$ cat src/rtl/instruction_refill_controller_pkg.sv
// Shared types and default sizing for the L1 instruction-cache refill controller.
package instruction_refill_controller_pkg;

    localparam int unsigned DEF_ADDRESS_WIDTH   = 32;
    localparam int unsigned DEF_DATA_WIDTH      = 32;
    localparam int unsigned DEF_WORD_PER_BLOCK  = 16;
    localparam int unsigned DEF_MAX_OUTSTANDING = 4;

    localparam int unsigned WORD_SELECT        = $clog2(DEF_WORD_PER_BLOCK);
    localparam int unsigned L1_BLOCK_WIDTH     = DEF_WORD_PER_BLOCK * DEF_DATA_WIDTH;
    localparam int unsigned WORD_ADDRESS_WIDTH = DEF_ADDRESS_WIDTH - 2;

    typedef enum logic [1:0] {
        IDLE    = 2'd0,
        FILL    = 2'd1,
        DELIVER = 2'd2
    } refill_state_t;

endpackage

$ cat src/rtl/instruction_refill_controller_refill_line_buffer.sv
// Line buffer collecting one cache block: indexed word write, flat block read.
module refill_line_buffer
    import instruction_refill_controller_pkg::*;
#(
    parameter int unsigned WORD_PER_BLOCK = DEF_WORD_PER_BLOCK,
    parameter int unsigned DATA_WIDTH     = DEF_DATA_WIDTH,
    parameter int unsigned WORD_SELECT    = $clog2(WORD_PER_BLOCK)
) (
    input  logic                                 CLK,
    input  logic                                 RST_N,
    input  logic                                 wr_en,
    input  logic [WORD_SELECT-1:0]               wr_index,
    input  logic [DATA_WIDTH-1:0]                wr_data,
    output logic [WORD_PER_BLOCK*DATA_WIDTH-1:0] block
);

    // One comparator per slot keeps the write decode simple and width-exact.
    always_ff @(posedge CLK or negedge RST_N) begin
        if (!RST_N) begin
            block <= '0;
        end else if (wr_en) begin
            for (int unsigned i = 0; i < WORD_PER_BLOCK; i++) begin
                if (wr_index == WORD_SELECT'(i)) begin
                    block[i*DATA_WIDTH +: DATA_WIDTH] <= wr_data;
                end
            end
        end
    end

endmodule

$ cat src/rtl/instruction_refill_controller.sv
// Refills one L1 instruction-cache block from backing memory, one refill at a time.
// CRITICAL_WORD_FIRST_EN: fetch starting at the missed word and report it early.
module instruction_refill_controller
    import instruction_refill_controller_pkg::*;
#(
    parameter int unsigned ADDRESS_WIDTH   = DEF_ADDRESS_WIDTH,
    parameter int unsigned DATA_WIDTH      = DEF_DATA_WIDTH,
    parameter int unsigned WORD_PER_BLOCK  = DEF_WORD_PER_BLOCK,
    parameter int unsigned MAX_OUTSTANDING = DEF_MAX_OUTSTANDING
) (
    input  logic                                 CLK,
    input  logic                                 RST_N,
    input  logic                                 ADDRESS_FROM_L1_VALID,
    output logic                                 ADDRESS_FROM_L1_READY,
    input  logic [ADDRESS_WIDTH-3:0]             ADDRESS_FROM_L1,
    output logic                                 DATA_TO_L1_VALID,
    input  logic                                 DATA_TO_L1_READY,
    output logic [WORD_PER_BLOCK*DATA_WIDTH-1:0] DATA_TO_L1,
    output logic                                 MEM_REQ_VALID,
    input  logic                                 MEM_REQ_READY,
    output logic [ADDRESS_WIDTH-3:0]             MEM_REQ_ADDRESS,
    input  logic                                 MEM_RESP_VALID,
    input  logic [DATA_WIDTH-1:0]                MEM_RESP_DATA
`ifdef CRITICAL_WORD_FIRST_EN
    ,
    output logic                                 CRITICAL_WORD_VALID,
    output logic [DATA_WIDTH-1:0]                CRITICAL_WORD
`endif
);

    localparam int unsigned SEL_W   = $clog2(WORD_PER_BLOCK);
    localparam int unsigned CNT_W   = SEL_W + 1;
    localparam int unsigned WADDR_W = ADDRESS_WIDTH - 2;

    localparam logic [CNT_W-1:0]   WORDS       = CNT_W'(WORD_PER_BLOCK);
    localparam logic [CNT_W-1:0]   LAST_WORD   = CNT_W'(WORD_PER_BLOCK - 1);
    localparam logic [CNT_W-1:0]   MAX_OUT     = CNT_W'(MAX_OUTSTANDING);
    localparam logic [WADDR_W-1:0] OFFSET_MASK = WADDR_W'(WORD_PER_BLOCK - 1);

    refill_state_t      state_q, state_d;
    logic [CNT_W-1:0]   issue_q, issue_d;
    logic [CNT_W-1:0]   recv_q, recv_d;
    logic [CNT_W-1:0]   outstanding_d;
    logic [WADDR_W-1:0] base_q, base_d;
    logic [SEL_W-1:0]   start_q;
    logic [SEL_W-1:0]   miss_start;
    logic [SEL_W-1:0]   issue_idx;
    logic [SEL_W-1:0]   buf_wr_index;
    logic               buf_wr_en;
    logic               req_fire;
    logic               l1_ready_d;
    logic               blk_valid_d;
    logic               req_valid_d;
    logic [WADDR_W-1:0] req_addr_d;

`ifdef CRITICAL_WORD_FIRST_EN
    logic [SEL_W-1:0]      start_d;
    logic                  crit_valid_d;
    logic [DATA_WIDTH-1:0] crit_data_d;

    assign miss_start = ADDRESS_FROM_L1[SEL_W-1:0];
`else
    // Linear fill always starts at word 0 of the block.
    assign miss_start = '0;
    assign start_q    = '0;
`endif

    assign req_fire = MEM_REQ_VALID && MEM_REQ_READY;

    // Next-state, counter and registered-output computation.
    always_comb begin
        state_d       = state_q;
        issue_d       = issue_q;
        recv_d        = recv_q;
        base_d        = base_q;
        outstanding_d = '0;
        issue_idx     = '0;
        l1_ready_d    = ADDRESS_FROM_L1_READY;
        blk_valid_d   = DATA_TO_L1_VALID;
        req_valid_d   = 1'b0;
        req_addr_d    = MEM_REQ_ADDRESS;
        buf_wr_en     = 1'b0;
        buf_wr_index  = start_q + recv_q[SEL_W-1:0];
`ifdef CRITICAL_WORD_FIRST_EN
        start_d       = start_q;
        crit_valid_d  = 1'b0;
        crit_data_d   = CRITICAL_WORD;
`endif

        unique case (state_q)
            IDLE: begin
                if (ADDRESS_FROM_L1_VALID && ADDRESS_FROM_L1_READY) begin
                    base_d      = ADDRESS_FROM_L1 & ~OFFSET_MASK;
`ifdef CRITICAL_WORD_FIRST_EN
                    start_d     = miss_start;
`endif
                    issue_d     = '0;
                    recv_d      = '0;
                    l1_ready_d  = 1'b0;
                    req_valid_d = 1'b1;
                    req_addr_d  = base_d + WADDR_W'(miss_start);
                    state_d     = FILL;
                end
            end

            FILL: begin
                if (req_fire) begin
                    issue_d = issue_q + CNT_W'(1);
                end
                if (MEM_RESP_VALID) begin
                    buf_wr_en = 1'b1;
                    recv_d    = recv_q + CNT_W'(1);
`ifdef CRITICAL_WORD_FIRST_EN
                    if (recv_q == '0) begin
                        crit_valid_d = 1'b1;
                        crit_data_d  = MEM_RESP_DATA;
                    end
`endif
                end
                // Request valid for the coming cycle is judged on the updated counts.
                outstanding_d = issue_d - recv_d;
                issue_idx     = start_q + issue_d[SEL_W-1:0];
                req_valid_d   = (issue_d < WORDS) && (outstanding_d < MAX_OUT);
                req_addr_d    = base_q + WADDR_W'(issue_idx);
                if (MEM_RESP_VALID && (recv_q == LAST_WORD)) begin
                    req_valid_d = 1'b0;
                    blk_valid_d = 1'b1;
                    state_d     = DELIVER;
                end
            end

            DELIVER: begin
                if (DATA_TO_L1_READY) begin
                    blk_valid_d = 1'b0;
                    l1_ready_d  = 1'b1;
                    state_d     = IDLE;
                end
            end

            default: begin
                blk_valid_d = 1'b0;
                l1_ready_d  = 1'b1;
                state_d     = IDLE;
            end
        endcase
    end

    // State, counters and registered outputs.
    always_ff @(posedge CLK or negedge RST_N) begin
        if (!RST_N) begin
            state_q               <= IDLE;
            issue_q               <= '0;
            recv_q                <= '0;
            base_q                <= '0;
            ADDRESS_FROM_L1_READY <= 1'b1;
            DATA_TO_L1_VALID      <= 1'b0;
            MEM_REQ_VALID         <= 1'b0;
            MEM_REQ_ADDRESS       <= '0;
`ifdef CRITICAL_WORD_FIRST_EN
            start_q               <= '0;
            CRITICAL_WORD_VALID   <= 1'b0;
            CRITICAL_WORD         <= '0;
`endif
        end else begin
            state_q               <= state_d;
            issue_q               <= issue_d;
            recv_q                <= recv_d;
            base_q                <= base_d;
            ADDRESS_FROM_L1_READY <= l1_ready_d;
            DATA_TO_L1_VALID      <= blk_valid_d;
            MEM_REQ_VALID         <= req_valid_d;
            MEM_REQ_ADDRESS       <= req_addr_d;
`ifdef CRITICAL_WORD_FIRST_EN
            start_q               <= start_d;
            CRITICAL_WORD_VALID   <= crit_valid_d;
            CRITICAL_WORD         <= crit_data_d;
`endif
        end
    end

    refill_line_buffer #(
        .WORD_PER_BLOCK (WORD_PER_BLOCK),
        .DATA_WIDTH     (DATA_WIDTH),
        .WORD_SELECT    (SEL_W)
    ) u_line_buffer (
        .CLK      (CLK),
        .RST_N    (RST_N),
        .wr_en    (buf_wr_en),
        .wr_index (buf_wr_index),
        .wr_data  (MEM_RESP_DATA),
        .block    (DATA_TO_L1)
    );

endmodule

$ cat config.mk
export PLATFORM = sky130hd
export DESIGN_NAME = instruction_refill_controller
export DESIGN_NICKNAME = d
export VERILOG_FILES = /design/src/rtl/instruction_refill_controller_pkg.sv /design/src/rtl/instruction_refill_controller_refill_line_buffer.sv /design/src/rtl/instruction_refill_controller.sv
export SDC_FILE = /design/constraint.sdc
export NUM_CORES = 1
export LEC_CHECK = 0
export ABC_AREA = 1
export CORE_AREA = 2 2 239 241
export DETAILED_ROUTE_END_ITERATION = 6
export DIE_AREA = 0 0 241 243
export PLACE_DENSITY = 0.64
export SLEW_MARGIN = 20
export SYNTH_ARGS = -nofsm -noshare
export SYNTH_HDL_FRONTEND = slang
export SYNTH_SLANG_ARGS = --single-unit
$ cat constraint.sdc
create_clock -name CLK -period 5.85 [get_ports CLK]
set_input_delay 0.8775 -clock CLK [delete_from_list [all_inputs] [get_ports CLK]]
set_output_delay 0.8775 -clock CLK [all_outputs]
set_load 0.005 [all_outputs]
Word level (Yosys, flattened, before mapping)
Index checks and enable logic that the tools add are counted.
W data, S select, Z words.
{ "word_totals": {"ff_bits": 583, "elab_cells": 105, "out_inout_bits": 545} }
{ "classes": {"mux": 24, "n_eq_ne": 21, "add_sub_neg": 4, "bitwise_logic": 2, "order_cmp": 2, "reduce_logical": 28} }
{ "ops": {"columns": ["op", "count"], "rows": [
  ["$pmux W30 S2", 1],
  ["$reduce_and A2 Y1", 18],
  ["$eq A4 B4 Y1 const B", 8],
  ["$add A30 B4 Y30", 1],
  ["$mux W30", 1],
  ["$mux W5", 5],
  ["$pmux W5 S2", 2],
  ["$eq A4 B3 Y1 const B", 4],
  ["$add A5 B1 Y5 const B", 2],
  ["$reduce_and A3 Y1", 3],
  ["$eq A4 B2 Y1 const B", 2],
  ["$mux W1", 8],
  ["$mux W2", 3],
  ["$ne A2 B2 Y1 const B", 3],
  ["$pmux W1 S3", 2],
  ["$pmux W2 S3", 1],
  ["$eq A5 B4 Y1 const B", 1],
  ["$lt A5 B3 Y1 const B", 1],
  ["$lt A5 B5 Y1 const B", 1],
  ["$sub A5 B5 Y5", 1],
  ["$eq A4 B1 Y1 const B", 1],
  ["$logic_and A1 B1 Y1", 4],
  ["$logic_not A4 Y1", 1],
  ["$eq A2 B1 Y1 const B", 1],
  ["other kinds (5)", 6]
]} }

Depth between registers and ports, before layout
Gate-level depths: netlist (run 1).
{ "depth": {"ltp_word": 8, "ltp_mapped": 15, "mapped_depth_nobuf": 14} }

By module
A second synthesis (run 1) with hierarchy kept.
{ "unflattened": {"cells_unflattened": 2633, "area_unflattened_um2": 23222.3} }
{ "modules_own_cells": {"columns": ["mod", "instances", "cells_each", "area_per_inst_um2"], "rows": [
  ["refill_line_buffer", 1, 2307, 20264.4],
  ["instruction_refill_controller", 1, 326, 2957.8]
]} }

Worst setup path after synthesis (run 1)
Ideal clock, no wire load.
{ "synth_path": {"path_type": "input to register", "from": "input MEM_RESP_VALID", "to": "register MEM_REQ_VALID", "setup_slack_ps": 3601, "setup_ps": 130, "t_arrival_ps": 2120, "n_path_buf": 1, "cell_stages": 12, "path_cell_list": "buf_2 -> nand2_1 -> inv_1 -> nand3_1 -> xor2_1 -> ha_1 -> a21oi_1 -> nand2_1 -> nand2_1 -> nand2_1 -> nand2_1 -> nand2_1"} }
{ "synth_between": {"elab_chain_len": 7, "word_cells_on_any_way": 8, "cone_classes": "add/sub: 1; order compare: 1; mux: 4; reduce/logical: 2"} }
{ "synth_lines": {"columns": ["element", "line", "rtl"], "rows": [
  ["start: declaration", "instruction_refill_controller.sv:22", "input logic MEM_RESP_VALID,"],
  ["$mux W5", "instruction_refill_controller.sv:110", "if (MEM_RESP_VALID) begin"],
  ["$mux W5", "instruction_refill_controller.sv:90", "unique case (state_q)"],
  ["$sub A5 B5 Y5", "instruction_refill_controller.sv:121", "outstanding_d = issue_d - recv_d;"],
  ["$lt A5 B3 Y1", "instruction_refill_controller.sv:123", "req_valid_d = (issue_d < WORDS) && (outstanding_d < MAX_OUT);"],
  ["$logic_and A1 B1 Y1", "instruction_refill_controller.sv:123", null],
  ["$mux W1 (*)", "instruction_refill_controller.sv:125", "if (MEM_RESP_VALID && (recv_q == LAST_WORD)) begin"],
  ["$pmux W1 S2 (*)", "instruction_refill_controller.sv:90", null],
  ["via req_valid_d", "instruction_refill_controller.sv:53", "logic req_valid_d;"],
  ["end signal: assignment", "instruction_refill_controller.sv:171", "MEM_REQ_VALID <= req_valid_d;"],
  ["end: declaration", "instruction_refill_controller.sv:19", "output logic MEM_REQ_VALID,"]
]} }
The timed path passes the listed nets; every way through them passes the cells marked *. The select of a mux whose other input is x is not followed.
A chain may end at the register's enable or synchronous reset.

Final worst setup path (run 1)
{ "layout_path": {"from": "register state_q[1]", "to": "register u_line_buffer.block[460]"} }
{ "layout_between": {"elab_chain_len": 3} }
{ "layout_lines": {"columns": ["element", "line", "rtl"], "rows": [
  ["start: declaration", "instruction_refill_controller.sv:40", "refill_state_t state_q, state_d;"],
  ["start signal: assignment", "instruction_refill_controller.sv:165", "state_q <= state_d;"],
  ["$eq A2 B1 Y1", "instruction_refill_controller.sv:90", null],
  ["$mux W1", "instruction_refill_controller.sv:90", null],
  ["$reduce_and A2 Y1 (no source line)", null, null],
  ["end signal: indexed assignment", "instruction_refill_controller_refill_line_buffer.sv:24", "block[i*DATA_WIDTH +: DATA_WIDTH] <= wr_data;"],
  ["end: declaration", "instruction_refill_controller_refill_line_buffer.sv:14", "output logic [WORD_PER_BLOCK*DATA_WIDTH-1:0] block"]
]} }
Every way passes these cells.

==> results.md, run 1 <==
- Outcome: finished, final reports clean
- WS Path Type: reg2reg
- Final Cycle Share: 57.83%
- Post-synth top area share: 68.79%
- Overall power: 17.37 mW
- CP endpoint kind: flip-flop
- Crit path time final: 3.383 ns
- FF-to-FF path depth: 7
- Power density cells: 583.8 nW/um2
- Synth Register Bits: 579
- Clk slew on worst S/H paths: 0.06 ns
- Layout cells sized above 1: 5.214%
- Sequential fraction of the synthesis area: 68.92%
- Pre-CTS setup slack: 2.172 ns
- Crit-path slowest cell: nor2_4
- Sequential Power Share: 39.5%
- WP data required: 6.28 ns
- First-pass GRT wire length: 109.3 mm
- R2R Setup Slk: 2.47 ns
- Clock power frac: 22.3%
- Core area: 55950 um2
- Clock latency at the later pin of the worst-skew pair: 0.62 ns
- Total negative slack: 0 ns
- I/O Buffers: 608
- I/O pins: 613
- Hold Path Class: in2async
- CTS Buf Count: 59
- Mapped cell area: 21030 um2
- Die H: 243 um
- Post-route antenna net violation count: 0
- Syn Area/Cell: 10.12 um2
- Crit path depth: 7
- Distinct cells, synth: 22
- Critical path data arrival time: 3.81 ns
- Initial antenna violation count: 1
- H-tree levels: 2
- Clock Sinks: 579
- Core Rows: 87
- DP Cell Count: 3317
- Post-route cell area: 29750 um2
- CP max FO: 40
- Critical path's most frequent cell: nor2_4
- TritonCTS clock tree: yes
- Die Width: 241 um
- Final-report hold violation count: 0
- Fmax: 0.2956 GHz
- Cell leakage power: 13.60 nW
- DRT Wirelength: 73.70 mm
- Final #Nets: 2699
- Avg WL per Cell: 21.53 um
- Synth top cells by count: 578 x dfrtp_1, 563 x nand2_1, 391 x o21ai_0
- Syn nets: 2155
- Worst Hold Slack: 0.3625 ns
- Largest net degree at the start of global routing: 147
- Ys async rst share: 100.0%
- Top-count cell post-synth: dfrtp_1
- Unrepaired setup endpoints after global routing: no
- Vias in the first global route: 16480
- Number of flops mapped to enable cells by yosys: 0
- Die Area: 58560 um2
- Max-slew violations: 0
- Area after DPL: 27730 um2
- CP peak stage delay: 0.78 ns
- Synth area leaders: dfrtp_1 69%, nand2_1 10%, o21ai_0 9.3%
- CP startpoint kind: flip-flop
- Net Switching: 5.512 mW
- Internal power: 11.86 mW
- Worst path top cell family by delay: simple AND/OR/NAND/NOR gates
- Top FF cell, synth: dfrtp_1
- Post-route DRC: 0
- Setup repair bufs after CTS: 0
- Global route overflow: 0
- Clock Skews: 0.02543 ns
- HPWL after detailed placement: 50.67 mm
- Post-CTS resize count: 0
- Max_slew headroom: 24.48%
- Hold_buf cts: 0
- CTS max path bufs: 3
- GRT Total Usage: 24.86%
- Combinational Power Share: 38.3%
- Layout area overhead: 41.52%
- Placer Congestion: 0.8336
- Finished Core Util: 53.18%
- Post-route setup slack: 2.467 ns
- DR pass1 iterations: 6
- Drt via density: 4.952
- Initial Utilization: 37.58%
- Worst path bufs/invs: 3
- Net Sw Frac: 31.73%
- Area leader, netlist: dfrtp_1
- Slew @ Worst Pin: 1.133 ns
- Maximum vdd drop: 0.0002600 V
- Max Cap Viol: 0
- Final std cells w/o fill: 3423
- Synth warnings: 0
- Vias: 16950
- Drt initial violations: 1377
- Fillers: 4984
- Root buf cell: clkbuf_16
- CP Cell Sequence: nor2_4, inv_2, nor2_4, inv_2, nor2_4, buf_4, a21oi_1
- Final Setup Violations: 0
- Syn Inst Count: 2078
-- placed cells by master, fill, tap and decap left out, types with 6 or more instances in the layout --
| master | instances |
|---|---|
| inv_1 | 54 |
| clkbuf_1 | 13 |
| nand3_2 | 6 |
| o21ai_0 | 391 |
| ha_1 | 9 |
| clkbuf_8 | 18 |
| a21oi_1 | 131 |
| nor2_1 | 137 |
| o22ai_1 | 6 |
| clkbuf_16 | 59 |
| nand3_1 | 38 |
| buf_4 | 16 |
| clkdlybuf4s50_1 | 607 |
| nand2_1 | 557 |
| dfrtp_1 | 578 |
| clkinv_2 | 6 |
-- state kept, by name, summed over array words and instances, names as in the netlist --
| name | count |
|---|---|
| base_q | 26 |
| MEM_REQ_VALID | 1 |
| state_q | 2 |
| recv_q | 5 |
| issue_q | 1 |
| MEM_REQ_ADDRESS | 30 |
| u_line_buffer.block | 512 |
| ADDRESS_FROM_L1_READY | 1 |
| DATA_TO_L1_VALID | 1 |
-- worst reg2reg max path, stage by stage, from the launching register on --
cell,delay [ns]
dfrtp_1,0.43
nor2_4,0.75
inv_2,0.23
nor2_4,0.28
inv_2,0.17
nor2_4,0.78
buf_4,0.44
a21oi_1,0.12
-- routing by layer --
metal | vias up | track usage [%] | part of all wire [%] | routed length (um)
met4 | 0 | 8.860 | 3.7 | 2754
li1 | 7845 | - | - | -
met2 | 641 | 40.75 | 48 | 35370
met3 | 133 | 6.892 | 8.2 | 6051
met1 | 8331 | 31.46 | 40 | 29520
met5 | - | 0 | 0 | 0
-- power groups by stage --
stage	Clock (mW)	Sequential [mW]	Combinational, mW
detailed placement	0	6.89	6.70
CTS	3.94	6.84	6.73
floorplan	0	6.94	1.92
global placement	0	6.80	6.60
finish	3.87	6.85	6.65
global route	4.11	7.06	7.26
-- final timing paths --
kind,from,endpoint
min in group CLK,ADDRESS_FROM_L1_READY$_DFFE_PN1P_,ADDRESS_FROM_L1_READY$_DFFE_PN1P_
min reg2reg,ADDRESS_FROM_L1_READY$_DFFE_PN1P_,ADDRESS_FROM_L1_READY$_DFFE_PN1P_
max in group asynchronous,RST_N,u_line_buffer.block[206]$_DFFE_PN0P_
max,state_q[1]$_DFFE_PN0P_,u_line_buffer.block[460]$_DFFE_PN0P_
min,RST_N,u_line_buffer.block[46]$_DFFE_PN0P_
max reg2reg,state_q[1]$_DFFE_PN0P_,u_line_buffer.block[460]$_DFFE_PN0P_
-- kinds of logic (layout without fill, tap and decap cells) --
group,count (synthesis),in the layout,share of synthesized area (%)
adders and majority gates,9,9,0.5356
DFF,579,579,68.92
and+or+nand+nor,756,756,14.03
other,0,1,0
AOI/OAI and AO/OA,529,529,12.65
buffers and inverters,203,791,3.785
xor gates and xnor gates,2,2,0.08333
-- cell type report --
cell class / instances / area (um2) / share of cell area [%]
antenna: 1 / 2.502 / 0.008410
sequential: 579 / 14490 / 48.70
multi-input combinational: 1296 / 5822 / 19.57
timing repair buffer: 627 / 6271 / 21.08
clock buffer: 90 / 1773 / 5.959
clock inverter: 15 / 229.0 / 0.7695
tap: 756 / 945.9 / 3.179
inverter: 59 / 221.5 / 0.7443
Note: power is estimated with default switching activity, not from simulation.
==> run 2: changes to the inputs <==
--- a/config.mk
+++ b/config.mk
@@ -6,10 +6,10 @@
 export NUM_CORES = 1
 export LEC_CHECK = 0
 export ABC_AREA = 1
-export CORE_AREA = 2 2 239 241
+export CORE_AREA = 2 2 242 244
 export DETAILED_ROUTE_END_ITERATION = 6
-export DIE_AREA = 0 0 241 243
-export PLACE_DENSITY = 0.64
+export DIE_AREA = 0 0 244 246
+export PLACE_DENSITY = 0.62
 export SLEW_MARGIN = 20
 export SYNTH_ARGS = -nofsm -noshare
 export SYNTH_HDL_FRONTEND = slang
==> constraint.sdc (replaced) <==
create_clock -name CLK -period 3.5 [get_ports CLK]
set_input_delay 0.525 -clock CLK [delete_from_list [all_inputs] [get_ports CLK]]
set_output_delay 0.525 -clock CLK [all_outputs]
set_load 0.005 [all_outputs]
==> results.md, run 2 (synthesized netlist as in run 1, its figures left out) <==
- Die Width: 244 um (+1.2%)
- CP endpoint kind: flip-flop
- Core Rows: 88 (+1.1%)
- CTS Buf Count: 59 (unchanged)
- Crit path time final: 2.352 ns
- I/O pins: 613 (unchanged)
- Total negative slack: 0 ns (unchanged)
- Most frequent cells in the layout: 607 x clkdlybuf4s50_1, 578 x dfrtp_1, 557 x nand2_1
- Slew @ Worst Pin: 1.124 ns (-0.008949 ns)
- DRT Wirelength: 72.57 mm (-1.5%)
- Unrepaired setup endpoints after global routing: no
- WS Path Type: in2reg
- CP startpoint kind: primary input
- Layout cells sized above 1: 5.957% (+0.74 points)
- Clock Sinks: 579 (unchanged)
- First-pass GRT wire length: 108.8 mm (-0.44%)
- Reg area: 14490 um2 (unchanged)
- Clk slew on worst S/H paths: 0.06 ns (about the same)
- Placer Congestion: 0.8405 (+0.83%)
- Vias: 16950 (-0.0059%)
- Most common cell after layout, fill and taps aside: clkdlybuf4s50_1
- Worst Hold Slack: 0.4666 ns (+0.1041 ns)
- Maximum vdd drop: 0.0005479 V (+110%)
- R2R Setup Slk: 1.22 ns (-1.25 ns)
- Power density cells: 962.2 nW/um2 (+65%)
- Drt initial violations: 1432 (+4.0%)
- Area of the multi-input gates: 5797 um2 (-0.43%)
- Reg with most FFs: u_line_buffer.block
- Hold endpoint: base_q[17]$_DFFE_PN0P_
- Max Cap Viol: 0 (unchanged)
- Global route overflow: 0 (unchanged)
- Outcome: finished, final reports clean
- Hold Path Class: in2reg
- Vias in the first global route: 16830 (+2.2%)
- Final-report hold violation count: 0 (unchanged)
- Hold path startpoint: ADDRESS_FROM_L1[17]
- Root buf cell: clkbuf_16
- Drt via density: 4.910 (-0.85%)
- Post-CTS resize count: 0 (unchanged)
- Largest net degree at the start of global routing: 92 (-37%)
- Fillers: 5083 (+2.0%)
- Post-route antenna net violation count: 0 (unchanged)
- Core area: 57370 um2 (+2.5%)
- Max-slew violations: 0 (unchanged)
- Final #Nets: 2715 (+0.59%)
- TritonCTS clock tree: yes
- Worst r2r src: state_q[1]$_DFFE_PN0P_
- Fmax: 0.4251 GHz
- DR pass1 iterations: 5 (-1)
- Avg WL per Cell: 21.02 um (-2.4%)
- Critical path data arrival time: 2.77 ns (-1.04 ns)
- CTS max path bufs: 3 (unchanged)
- WP data required: 3.92 ns (-2.36 ns)
- GRT Total Usage: 23.98% (-0.88 points)
- Max FFs per register: 512 (unchanged)
- FF-to-FF path depth: 9 (+2)
- Initial antenna violation count: 1 (unchanged)
- Hold path depth: 3
- FF-to-FF End: u_line_buffer.block[301]$_DFFE_PN0P_
- Clock latency at the later pin of the worst-skew pair: 0.61 ns (about the same)
- Largest registers: u_line_buffer.block: 512 flops, MEM_REQ_ADDRESS: 30 flops, base_q: 26 flops
- Die Area: 60020 um2 (+2.5%)
- HPWL after detailed placement: 50.08 mm (-1.2%)
- Initial Utilization: 36.65% (-0.93 points)
- Cell leakage power: 13.70 nW (+0.78%)
- Clock Skews: 0.02730 ns (+0.001875 ns)
- Max_slew headroom: 25.00% (+0.51 points)
- CP max FO: 44 (+10%)
- Die H: 246 um (+1.2%)
- Final Cycle Share: 67.21%
- H-tree levels: 2 (unchanged)
- Post-route DRC: 0 (unchanged)
- Final Setup Violations: 0 (unchanged)
- Overall power: 28.92 mW (+66%)
- Layout area overhead: 42.95%
- I/O Buffers: 608 (unchanged)
## run 2: layer usage
metal / wire, um / track usage (%) / up-vias
met5: 0 / 0 / -
met4: 2916 / 9.397 / 0
met3: 5753 / 6.187 / 142
met2: 35530 / 40.27 / 643
met1: 28370 / 29.66 / 8314
li1: - / - / 7850
## run 2: repair_timing
action | 4_1_cts | 5_1_grt
buffers inserted | 0 | 0
hold buffers | 1 | 0
endpoints found under the hold margin | 14 | 0
## run 2: worst max-delay path, cell delays in order
cell	delay, ns
clkdlybuf4s50_1	0.64
inv_1	0.15
nor2_4	0.26
inv_2	0.17
nor2_2	0.21
nand2_2	0.31
buf_12	0.30
nand2_1	0.09
o21ai_0	0.11
## run 2: power by group
| group | internal (mW) | switching [mW] | total [mW] |
|---|---|---|---|
| clock | 3.81 | 2.66 | 6.48 |
| sequential | 9.75 | 1.76 | 11.5 |
| combinational | 6.27 | 4.66 | 10.9 |
## run 2: layout make-up
class                      count  area share (%)
antenna                        1        0.008326
clock buffer                  92           6.095
clock inverter                17          0.6619
inverter                      59          0.7369
multi-input combinational   1296           19.29
sequential                   579           48.21
tap                          765           3.185
timing repair buffer         643           21.81
## run 2: metrics by stage
step	setup WS (ns)	cell area, um2	cells	utilization [%]
2_1_floorplan	1.603	21030	2078	-
6_report	1.148	30060	3452	52.39
5_1_grt	1.018	30060	3452	52.39
4_1_cts	1.193	30050	3451	52.39
3_3_place_gp	0.6473	28010	3341	48.83
3_5_place_dp	0.5826	28010	3341	48.83
## run 2: worst max path at each step
stage	start	end	slack [ns]	cells after the start
final	MEM_RESP_VALID	u_line_buffer.block[301]$_DFFE_PN0P_	1.15	9
after global routing	MEM_RESP_VALID	u_line_buffer.block[301]$_DFFE_PN0P_	1.02	9
after CTS	MEM_RESP_VALID	u_line_buffer.block[301]$_DFFE_PN0P_	1.19	9
after detailed placement	MEM_RESP_VALID	u_line_buffer.block[307]$_DFFE_PN0P_	0.58	9
after global placement	MEM_RESP_VALID	u_line_buffer.block[302]$_DFFE_PN0P_	0.65	9
after floorplan	MEM_RESP_VALID	MEM_REQ_VALID$_DFF_PN0_	1.60	12
==> run 3: changes to the inputs <==
==> constraint.sdc (replaced) <==
create_clock -name CLK -period 2.3 [get_ports CLK]
set_input_delay 0.345 -clock CLK [delete_from_list [all_inputs] [get_ports CLK]]
set_output_delay 0.345 -clock CLK [all_outputs]
set_load 0.005 [all_outputs]
==> results.md, run 3 (synthesized netlist as in run 1, its figures left out) <==
- Outcome: finished, final reports clean
- Fillers: 5098 (+0.30%)
- Layout cells sized above 1: 7.313% (+1.4 points)
- WS Path Type: reg2reg
- Vias in the first global route: 17040 (+1.2%)
- Largest registers: u_line_buffer.block: 512 flops, MEM_REQ_ADDRESS: 30 flops, base_q: 26 flops
- Die H: 246 um (unchanged)
- CTS max path bufs: 3 (unchanged)
- CTS Buf Count: 58 (-1.7%)
- CP max FO: 4 (-91%)
- Largest net degree at the start of global routing: 80 (-13%)
- Critical path data arrival time: 2.57 ns (-0.20 ns)
- CP endpoint kind: flip-flop
- Post-route cell area: 30340 um2 (+0.95%)
- DRT Wirelength: 73.56 mm (+1.4%)
- Max FFs per register: 512 (unchanged)
- I/O Buffers: 608 (unchanged)
- Most frequent cells in the layout: 607 x clkdlybuf4s50_1, 578 x dfrtp_1, 557 x nand2_1
- Crit path time final: 2.075 ns
- DR pass1 iterations: 5 (unchanged)
- Initial Utilization: 36.65% (unchanged)
- Layout area overhead: 44.31%
- Core Rows: 88 (unchanged)
- Max-slew violations: 0 (unchanged)
- Die Area: 60020 um2 (unchanged)
- Reg area: 14490 um2 (unchanged)
- Pre-CTS setup slack: 0.007436 ns (-0.5751 ns)
- Final Cycle Share: 90.23%
- Clk slew on worst S/H paths: 0.06 ns (about the same)
- Unrepaired setup endpoints after global routing: no
- Clock Sinks: 579 (unchanged)
- I/O pins: 613 (unchanged)
- Drt via density: 4.866 (-0.90%)
- Max Cap Viol: 0 (unchanged)
- Overall power: 43.64 mW (+51%)
- Slew @ Worst Pin: 0.7078 ns (-0.4160 ns)
- Maximum vdd drop: 0.0008068 V (+47%)
- Reg with most FFs: u_line_buffer.block
- Fmax: 0.4818 GHz
- Avg WL per Cell: 21.00 um (about the same)
- Post-CTS resize count: 0 (unchanged)
- H-tree levels: 2 (unchanged)
- GRT Total Usage: 24.27% (+0.29 points)
- Most common cell after layout, fill and taps aside: clkdlybuf4s50_1
- First-pass GRT wire length: 109.8 mm (+0.95%)
- CP startpoint kind: flip-flop
- Post-route setup slack: 0.2246 ns (-0.9229 ns)
- TritonCTS clock tree: yes
- Final #Nets: 2764 (+1.8%)
- Area of the multi-input gates: 5802 um2 (about the same)
- Final Setup Violations: 0 (unchanged)
- Root buf cell: clkbuf_16
- Drt initial violations: 1239 (-13%)
- Core area: 57370 um2 (unchanged)
- Placer Congestion: 0.8485 (+0.95%)
- Final-report hold violation count: 0 (unchanged)
- Vias: 17040 (+0.54%)
- Hold Path Class: in2async
- Post-route DRC: 0 (unchanged)
- Global route overflow: 0 (unchanged)
- Post-route antenna net violation count: 0 (unchanged)
- Hold_buf cts: 1 (unchanged)
- WP data required: 2.79 ns (-1.13 ns)
- Clock Skews: 0.02292 ns (-0.004380 ns)
- R2R Setup Slk: 0.22 ns (-1.00 ns)
- Setup repair bufs after CTS: 0 (unchanged)
- Total negative slack: 0 ns (unchanged)
- HPWL after detailed placement: 51.06 mm (+1.9%)
- Area after DPL: 28450 um2 (+1.6%)
- Max_slew headroom: 52.70% (+28 points)
- Initial antenna violation count: 2 (+1)
- Power density cells: 1438 nW/um2 (+49%)
- Die Width: 244 um (unchanged)
- Clock latency at the later pin of the worst-skew pair: 0.61 ns (about the same)
- Cell leakage power: 13.89 nW (+1.4%)
-- run 3: cell types whose count changed in the layout (fill, tap and decap cells not counted), sizes merged --
cell and delta:
clkbuf +1, diode +1, buf +50, bufinv -1, clkinv +1, inv -2
-- run 3: through the flow --
stage / std cells / utilization, % / hold slack [ns]
floorplan: 2078 / - / 0.04941
global placement: 3391 / 49.59 / 0.3105
detailed placement: 3391 / 49.60 / 0.3170
CTS: 3500 / 52.88 / 0.2525
global route: 3502 / 52.89 / 0.2905
finish: 3502 / 52.89 / 0.2638
-- run 3: final timing paths --
kind                                        from                                    to  depth (start not counted)
setup / recovery           recv_q[1]$_DFFE_PN0P_               MEM_REQ_VALID$_DFF_PN0_                         12
hold / removal                             RST_N       MEM_REQ_ADDRESS[11]$_DFFE_PN0P_                          2
setup reg to reg           recv_q[1]$_DFFE_PN0P_               MEM_REQ_VALID$_DFF_PN0_                         12
hold reg to reg            base_q[9]$_DFFE_PN0P_                 base_q[9]$_DFFE_PN0P_                          2
max in group asynchronous                  RST_N  u_line_buffer.block[399]$_DFFE_PN0P_                          4
min in group CLK             ADDRESS_FROM_L1[23]                base_q[23]$_DFFE_PN0P_                          3
-- run 3: worst max-delay path, stage by stage, from the launching register on --
cell and delay [ns]:
dfrtp_1 0.42, inv_1 0.11, ha_1 0.28, o21ai_0 0.26
ha_1 0.28, nand2_1 0.10, nand2_1 0.09, nand3_1 0.12
nand2_1 0.07, nand2_1 0.06, nand2_1 0.05, nand2_1 0.06
nand2_1 0.04
-- run 3: final cells by class --
class / instances / area share, %
antenna: 2 / 0.01649
clock buffer: 93 / 5.711
clock inverter: 15 / 0.4577
inverter: 59 / 0.7299
multi-input combinational: 1296 / 19.12
sequential: 579 / 47.76
tap: 765 / 3.155
timing repair buffer: 693 / 23.05
-- run 3: metal layers --
layer  vias up  track usage (%)  wire length (um)
met4         0            8.770              2547
met1      8341            30.45             29580
met3       124            6.209              5346
met5         -                0                 0
li1       7964                -                 -
met2       611            40.67             36080
-- run 3: power breakdown --
group,internal (mW),switching [mW],total [mW]
logic,9.68,7.14,16.8
clock network,5.36,3.94,9.30
registers,14.8,2.69,17.5
